<file path="src/rtl/spi_word_receiver.sv">
// SPI slave word receiver: deserialises one WORD_BITS frame per chip-select window.
// Latency: data_valid 3 clock_in cycles after the first edge sampling the final spi_clock_in low (5 with glitch filter).
// Backpressure: none; data_out is overwritten by each complete frame, pulses are single-cycle.
//
// Ports:
//   clock_in      system clock, all logic on its rising edge
//   reset         asynchronous active-low reset
//   spi_cs_in     chip select from master, active low, asynchronous
//   spi_clock_in  serial clock from master, idles high, asynchronous
//   spi_data_in   serial data, MSB first, sampled on spi_clock_in fall
//   data_out      last complete received word
//   data_valid    one-cycle pulse when data_out updates
//   frame_error   one-cycle pulse on a short frame or the first extra clock after a full word
//   busy          high from the accepted CS fall until the FSM is back in IDLE
//
// Optional feature: define SPI_RX_GLITCH_FILTER_EN to require three consecutive
// identical synchronized spi_clock_in samples before a clock level is accepted.
module spi_word_receiver #(
    parameter int WORD_BITS = 24
) (
    input  logic                 clock_in,
    input  logic                 reset,
    input  logic                 spi_cs_in,
    input  logic                 spi_clock_in,
    input  logic                 spi_data_in,
    output logic [WORD_BITS-1:0] data_out,
    output logic                 data_valid,
    output logic                 frame_error,
    output logic                 busy
);

    // Counter must hold WORD_BITS itself, so it never wraps inside a frame.
    localparam int CNT_W = $clog2(WORD_BITS + 1);

    typedef enum logic [1:0] {
        IDLE      = 2'd0,
        RECEIVING = 2'd1,
        WAIT_CS   = 2'd2
    } state_t;

    // ------------------------------------------------------------------
    // Input synchronizers. cs and clock idle high, so their stages reset
    // to 1; this keeps reset release from looking like a clock fall.
    // ------------------------------------------------------------------
    logic cs_s1, cs_s2, cs_prev;
    logic sck_s1, sck_s2, sck_prev;
    logic dat_s1, dat_s2;

    always_ff @(posedge clock_in or negedge reset) begin
        if (!reset) begin
            cs_s1    <= 1'b1;
            cs_s2    <= 1'b1;
            cs_prev  <= 1'b1;
            sck_s1   <= 1'b1;
            sck_s2   <= 1'b1;
            sck_prev <= 1'b1;
            dat_s1   <= 1'b0;
            dat_s2   <= 1'b0;
        end else begin
            cs_s1    <= spi_cs_in;
            cs_s2    <= cs_s1;
            cs_prev  <= cs_s2;
            sck_s1   <= spi_clock_in;
            sck_s2   <= sck_s1;
            sck_prev <= sck_s2;
            dat_s1   <= spi_data_in;
            dat_s2   <= dat_s1;
        end
    end

    // ------------------------------------------------------------------
    // CS arming. The synchronizer resets to "high", so a CS that is
    // already low at reset release would otherwise appear as a fall.
    // A fall is only accepted once the synchronizer has flushed its
    // reset value and has then seen the real CS high at least once.
    // ------------------------------------------------------------------
    logic [1:0] settle;
    logic       cs_armed;

    always_ff @(posedge clock_in or negedge reset) begin
        if (!reset) begin
            settle   <= 2'b00;
            cs_armed <= 1'b0;
        end else begin
            settle <= {settle[0], 1'b1};
            if (settle[1] && cs_s2) begin
                cs_armed <= 1'b1;
            end
        end
    end

    logic cs_fall;
    logic cs_rise;
    logic sck_fall;

    assign cs_fall = cs_armed & cs_prev & ~cs_s2;
    assign cs_rise = ~cs_prev & cs_s2;

`ifdef SPI_RX_GLITCH_FILTER_EN
    // Glitch filter: the accepted clock level only changes after three
    // consecutive identical synchronized samples. The fall is flagged in
    // the cycle the third low sample appears, while sck_flt still holds
    // the old high level, which keeps the added latency to two cycles.
    logic sck_prev2;
    logic sck_flt;

    always_ff @(posedge clock_in or negedge reset) begin
        if (!reset) begin
            sck_prev2 <= 1'b1;
            sck_flt   <= 1'b1;
        end else begin
            sck_prev2 <= sck_prev;
            if ((sck_s2 == sck_prev) && (sck_prev == sck_prev2)) begin
                sck_flt <= sck_s2;
            end
        end
    end

    assign sck_fall = sck_flt & ~sck_s2 & ~sck_prev & ~sck_prev2;
`else
    assign sck_fall = sck_prev & ~sck_s2;
`endif

    // ------------------------------------------------------------------
    // Event register stage. CS edges, the clock fall and its data bit are
    // registered together so the FSM sees coincident events in the same
    // cycle and can give the CS rise priority.
    // ------------------------------------------------------------------
    logic cs_fall_q, cs_rise_q, sck_fall_q, bit_q;

    always_ff @(posedge clock_in or negedge reset) begin
        if (!reset) begin
            cs_fall_q  <= 1'b0;
            cs_rise_q  <= 1'b0;
            sck_fall_q <= 1'b0;
            bit_q      <= 1'b0;
        end else begin
            cs_fall_q  <= cs_fall;
            cs_rise_q  <= cs_rise;
            sck_fall_q <= sck_fall;
            bit_q      <= dat_s2;
        end
    end

    // ------------------------------------------------------------------
    // Frame FSM
    // ------------------------------------------------------------------
    state_t               state_q, state_d;
    logic [CNT_W-1:0]     cnt_q, cnt_d;
    logic [WORD_BITS-1:0] shift_q, shift_d;
    logic [WORD_BITS-1:0] shift_in;
    logic [WORD_BITS-1:0] data_d;
    logic                 valid_d;
    logic                 err_d;
    logic                 extra_q, extra_d;  // extra-clock error already reported in this window

    always_ff @(posedge clock_in or negedge reset) begin
        if (!reset) begin
            state_q     <= IDLE;
            cnt_q       <= '0;
            shift_q     <= '0;
            data_out    <= '0;
            data_valid  <= 1'b0;
            frame_error <= 1'b0;
            extra_q     <= 1'b0;
        end else begin
            state_q     <= state_d;
            cnt_q       <= cnt_d;
            shift_q     <= shift_d;
            data_out    <= data_d;
            data_valid  <= valid_d;
            frame_error <= err_d;
            extra_q     <= extra_d;
        end
    end

    always_comb begin
        state_d  = state_q;
        cnt_d    = cnt_q;
        shift_d  = shift_q;
        data_d   = data_out;
        valid_d  = 1'b0;
        err_d    = 1'b0;
        extra_d  = extra_q;
        shift_in = {shift_q[WORD_BITS-2:0], bit_q};

        case (state_q)
            IDLE: begin
                // Clock edges with CS high are never looked at here.
                if (cs_fall_q) begin
                    state_d = RECEIVING;
                    cnt_d   = '0;
                    shift_d = '0;
                end
            end

            RECEIVING: begin
                if (cs_rise_q) begin
                    // CS rise wins over a coincident clock fall.
                    state_d = IDLE;
                    err_d   = (cnt_q < CNT_W'(WORD_BITS));
                end else if (sck_fall_q) begin
                    shift_d = shift_in;
                    cnt_d   = cnt_q + CNT_W'(1);
                    if (cnt_q == CNT_W'(WORD_BITS - 1)) begin
                        data_d  = shift_in;
                        valid_d = 1'b1;
                        extra_d = 1'b0;
                        state_d = WAIT_CS;
                    end
                end
            end

            WAIT_CS: begin
                if (cs_rise_q) begin
                    state_d = IDLE;
                end else if (sck_fall_q && !extra_q) begin
                    // Only the first overrun clock in a window is reported.
                    err_d   = 1'b1;
                    extra_d = 1'b1;
                end
            end

            default: begin
                state_d = IDLE;
            end
        endcase
    end

    assign busy = (state_q != IDLE);

endmodule

</file>
<file path="config.mk">
export PLATFORM = sky130hd
export DESIGN_NAME = spi_word_receiver
export DESIGN_NICKNAME = d
export VERILOG_FILES = /design/src/rtl/spi_word_receiver.sv
export SDC_FILE = /design/constraint.sdc
export NUM_CORES = 1
export LEC_CHECK = 0
export ABC_AREA = 1
export ABC_CLOCK_PERIOD_IN_PS = 1700
export CORE_MARGIN = 2
export CORE_UTILIZATION = 50
export DETAILED_ROUTE_END_ITERATION = 6
export PLACE_DENSITY = 0.72
export SYNTH_ARGS = -nofsm -noshare
export SYNTH_HDL_FRONTEND = slang
export SYNTH_SLANG_ARGS = --single-unit
</file>
<file path="constraint.sdc">
create_clock -name clock_in -period 1.7 [get_ports clock_in]
set_input_delay 0.425 -clock clock_in [delete_from_list [all_inputs] [get_ports clock_in]]
set_output_delay 0.425 -clock clock_in [all_outputs]
set_load 0.05 [all_outputs]
</file>
==> results.py <==
metrics = {
    "route": {
        "antenna_left": 0,
        "first_pass_iters": 4,
        "drt_iter0_markers": 124,
        "vias_per_cell": 4.82,
        "num_vias": 1918,
        "drc": 0,
        "wl_per_cell_um": 12.0,
        "postRouteWirelength_um": 4790,
    },
    "critical_path": {
        "critPathRequiredTime_ps": 1270,
        "cp.arrival_ps": 1210,
        "cp_max_fo": 4,
        "end_kind": "primary output",
        "worstSetupStartpointType": "flop",
        "path_class": "reg -> out",
    },
    "synth": {
        "synth_seq_area_share_pct": 63.2,
        "synth_ff_type": "dfrtp_1",
        "syn-cell-area_sq_mm": 0.00286,
        "syn_inst": 282,
        "synth-seq-cells": 72,
        "synthTopCellsByCount": "82 x nand2_1, 66 x dfrtp_1, 37 x inv_1",
        "synth.top_cell.area_share_pct": 57.7,
        "ys_async_sr_fraction_pct": 100,
        "synth_cell_types": 26,
        "synthTopCellsByArea": "dfrtp_1 58%, nand2_1 11%, dfstp_2 5.5%, inv_1 4.8%, o21ai_2 4.3%",
        "ys_warn_count": 0,
        "yosysMostFrequentCell": "nand2_1",
        "syn_area_per_cell_sq_um": 10.2,
        "synth_top_cell_by_area": "dfrtp_1",
        "syn-num-nets": 291,
        "synth-edff-count": 0,
    },
    "clocking": {
        "clockBufferDepth": 2,
        "worstSkewPairLatency_ps": 340,
        "cts_tree": "built",
        "h-tree-depth": 3,
        "clkSinkCount": 72,
        "clk_pin_slew_worst_paths_ps": 70,
        "root_buffer": "clkbuf_8",
        "numCtsBuffers": 9,
    },
    "sta": {
        "grt_setup_unrepaired": "false",
        "hold_viol": 0,
        "slew_violations": 0,
        "fmax_mhz": 613,
        "final.setup.tns_ps": 0,
        "clock_skew_ps": 11.3,
        "setup_viol": 0,
        "hold_ws_ps": 96.0,
        "finalCritPeriodShare_pct": 95.9,
        "min_period_ps": 1630,
    },
    "grt": {
        "grt_use_met2_pct": 25.9,
        "grtUsageMet3_pct": 4.07,
        "grt_max_degree": 73,
        "grt_usage_pct": 17.5,
        "antenna_found_initial": 0,
        "grt_pass1_vias": 1838,
        "grt_use_met1_pct": 23.7,
        "overflow": 0,
        "grt_pass1_wl_um": 8420,
        "gr-max-usage-layer": "met2",
    },
    "pwr": {
        "p_leak_nw": 1.66,
        "powerDensity_mw_per_mm2": 1170,
        "finalPower_mw": 4.08,
        "irDropWorstVdd_uv": 650,
    },
    "layout": {
        "diodes": 0,
        "nets": 330,
        "regArea_sq_mm": 0.00181,
        "area_delta_synth_final_pct": 21.7,
        "fill_cells": 471,
        "multiInputGateArea_sq_um": 841,
        "drive_gt1_share_pct": 24.5,
        "final_cells": 398,
    },
    "placed_design": {
        "dp_hpwl_um": 3040,
        "place_congestion": 0.777,
        "port_buffers": 31,
        "placed_cells": 381,
    },
    "floorplanning": {
        "start_util_pct": 52.0,
        "die_w_um": 79.7,
        "io_pins": 32,
        "dieArea_sq_mm": 0.00635,
        "core_area_sq_mm": 0.00551,
        "die_y_um": 79.7,
        "num_rows": 27,
    },
    "min_path": {
        "hold_class": "in -> async",
    },
    "outcome": {
        "status": "completed",
    },
    "job": {
        "cap_violations": 0,
    },
}
-- power breakdown --
part / total [mW] / switching [mW] / internal (mW) / leakage (nW)
Combinational: 0.718 / 0.483 / 0.236 / 0.590
Sequential: 1.85 / 0.0570 / 1.79 / 0.962
Clock: 1.51 / 0.643 / 0.871 / 0.113
-- placed cells by master (no fill, tap or decap), types with 2 or more instances in the layout --
master           count
buf_4               27
o21ai_1             20
clkdlybuf4s50_1      3
buf_12               6
dfstp_2              6
nor2_1               8
inv_1               35
dfrtp_1             66
inv_2                3
bufinv_16            2
clkbuf_8            10
nand3_4              2
nand3_1              6
ha_1                 3
nand2_1             82
o21ai_2             14
nand4_1              2
o21ai_0             17
nor2_4               2
-- final timing paths --
check / start / end / slack [ps] / cells past startpoint
max in group asynchronous: reset / sck_prev / 1280 / 2
min in group clock_in: settle[0] / settle[1] / 350 / 0
hold / removal: reset / state_q[0] / 100 / 2
setup reg to reg: state_q[1] / shift_q[16] / 140 / 8
setup / recovery: state_q[0] / busy / 70 / 4
hold reg to reg: settle[0] / settle[1] / 350 / 0
-- kinds of logic after synthesis --
family / count (synthesis) / share of synthesized area [%]
AOI/OAI and AO/OA: 54 / 11.5
and+or+nand+nor: 103 / 15.2
other: 1 / 0.131
adders and majority gates: 4 / 1.75
buffers and inverters: 48 / 8.17
DFF: 72 / 63.2
-- layer usage --
metal / routed length [um] / vias up
li1: - / 961
met1: 2360 / 916
met2: 2170 / 31
met3: 174 / 10
met4: 85 / 0
met5: 0 / -
-- per-stage QoR --
| step | util, % | setup WS, ps | cell area (sq um) |
|---|---|---|---|
| floorplan | - | 245 | 2860 |
| global placement | 58.5 | 78.2 | 3220 |
| detailed placement | 58.5 | 24.7 | 3220 |
| CTS | 62.6 | -11.7 | 3450 |
| global route | 63.3 | 11.7 | 3480 |
| finish | 63.3 | 69.4 | 3480 |
-- state kept, by name (all words and copies together) (netlist names), 2 cells and up --
| name | count |
|---|---|
| cnt_q | 5 |
| data_out | 24 |
| settle | 2 |
| shift_q | 23 |
| state_q | 2 |
-- worst max-delay path, stage by stage, from the launching register on --
cell	delay, ps
dfrtp_1	380
inv_2	70
ha_4	170
inv_1	100
buf_12	140
-- layout make-up --
type | instances | area share (%)
clock buffer | 10 | 3.95
sequential | 72 | 51.9
inverter | 39 | 4.56
clock inverter | 6 | 2.59
timing repair buffer | 37 | 10.3
tap | 72 | 2.59
multi-input combinational | 162 | 24.1
-- what timing repair did --
action,in CTS,in global routing
gates cloned,0,0
hold buffers,0,0
setup buffers,0,1
pin swaps,1,0
setup endpoints to repair,1,45
resized for setup,1,11
Note: power is estimated with default switching activity, not from simulation.
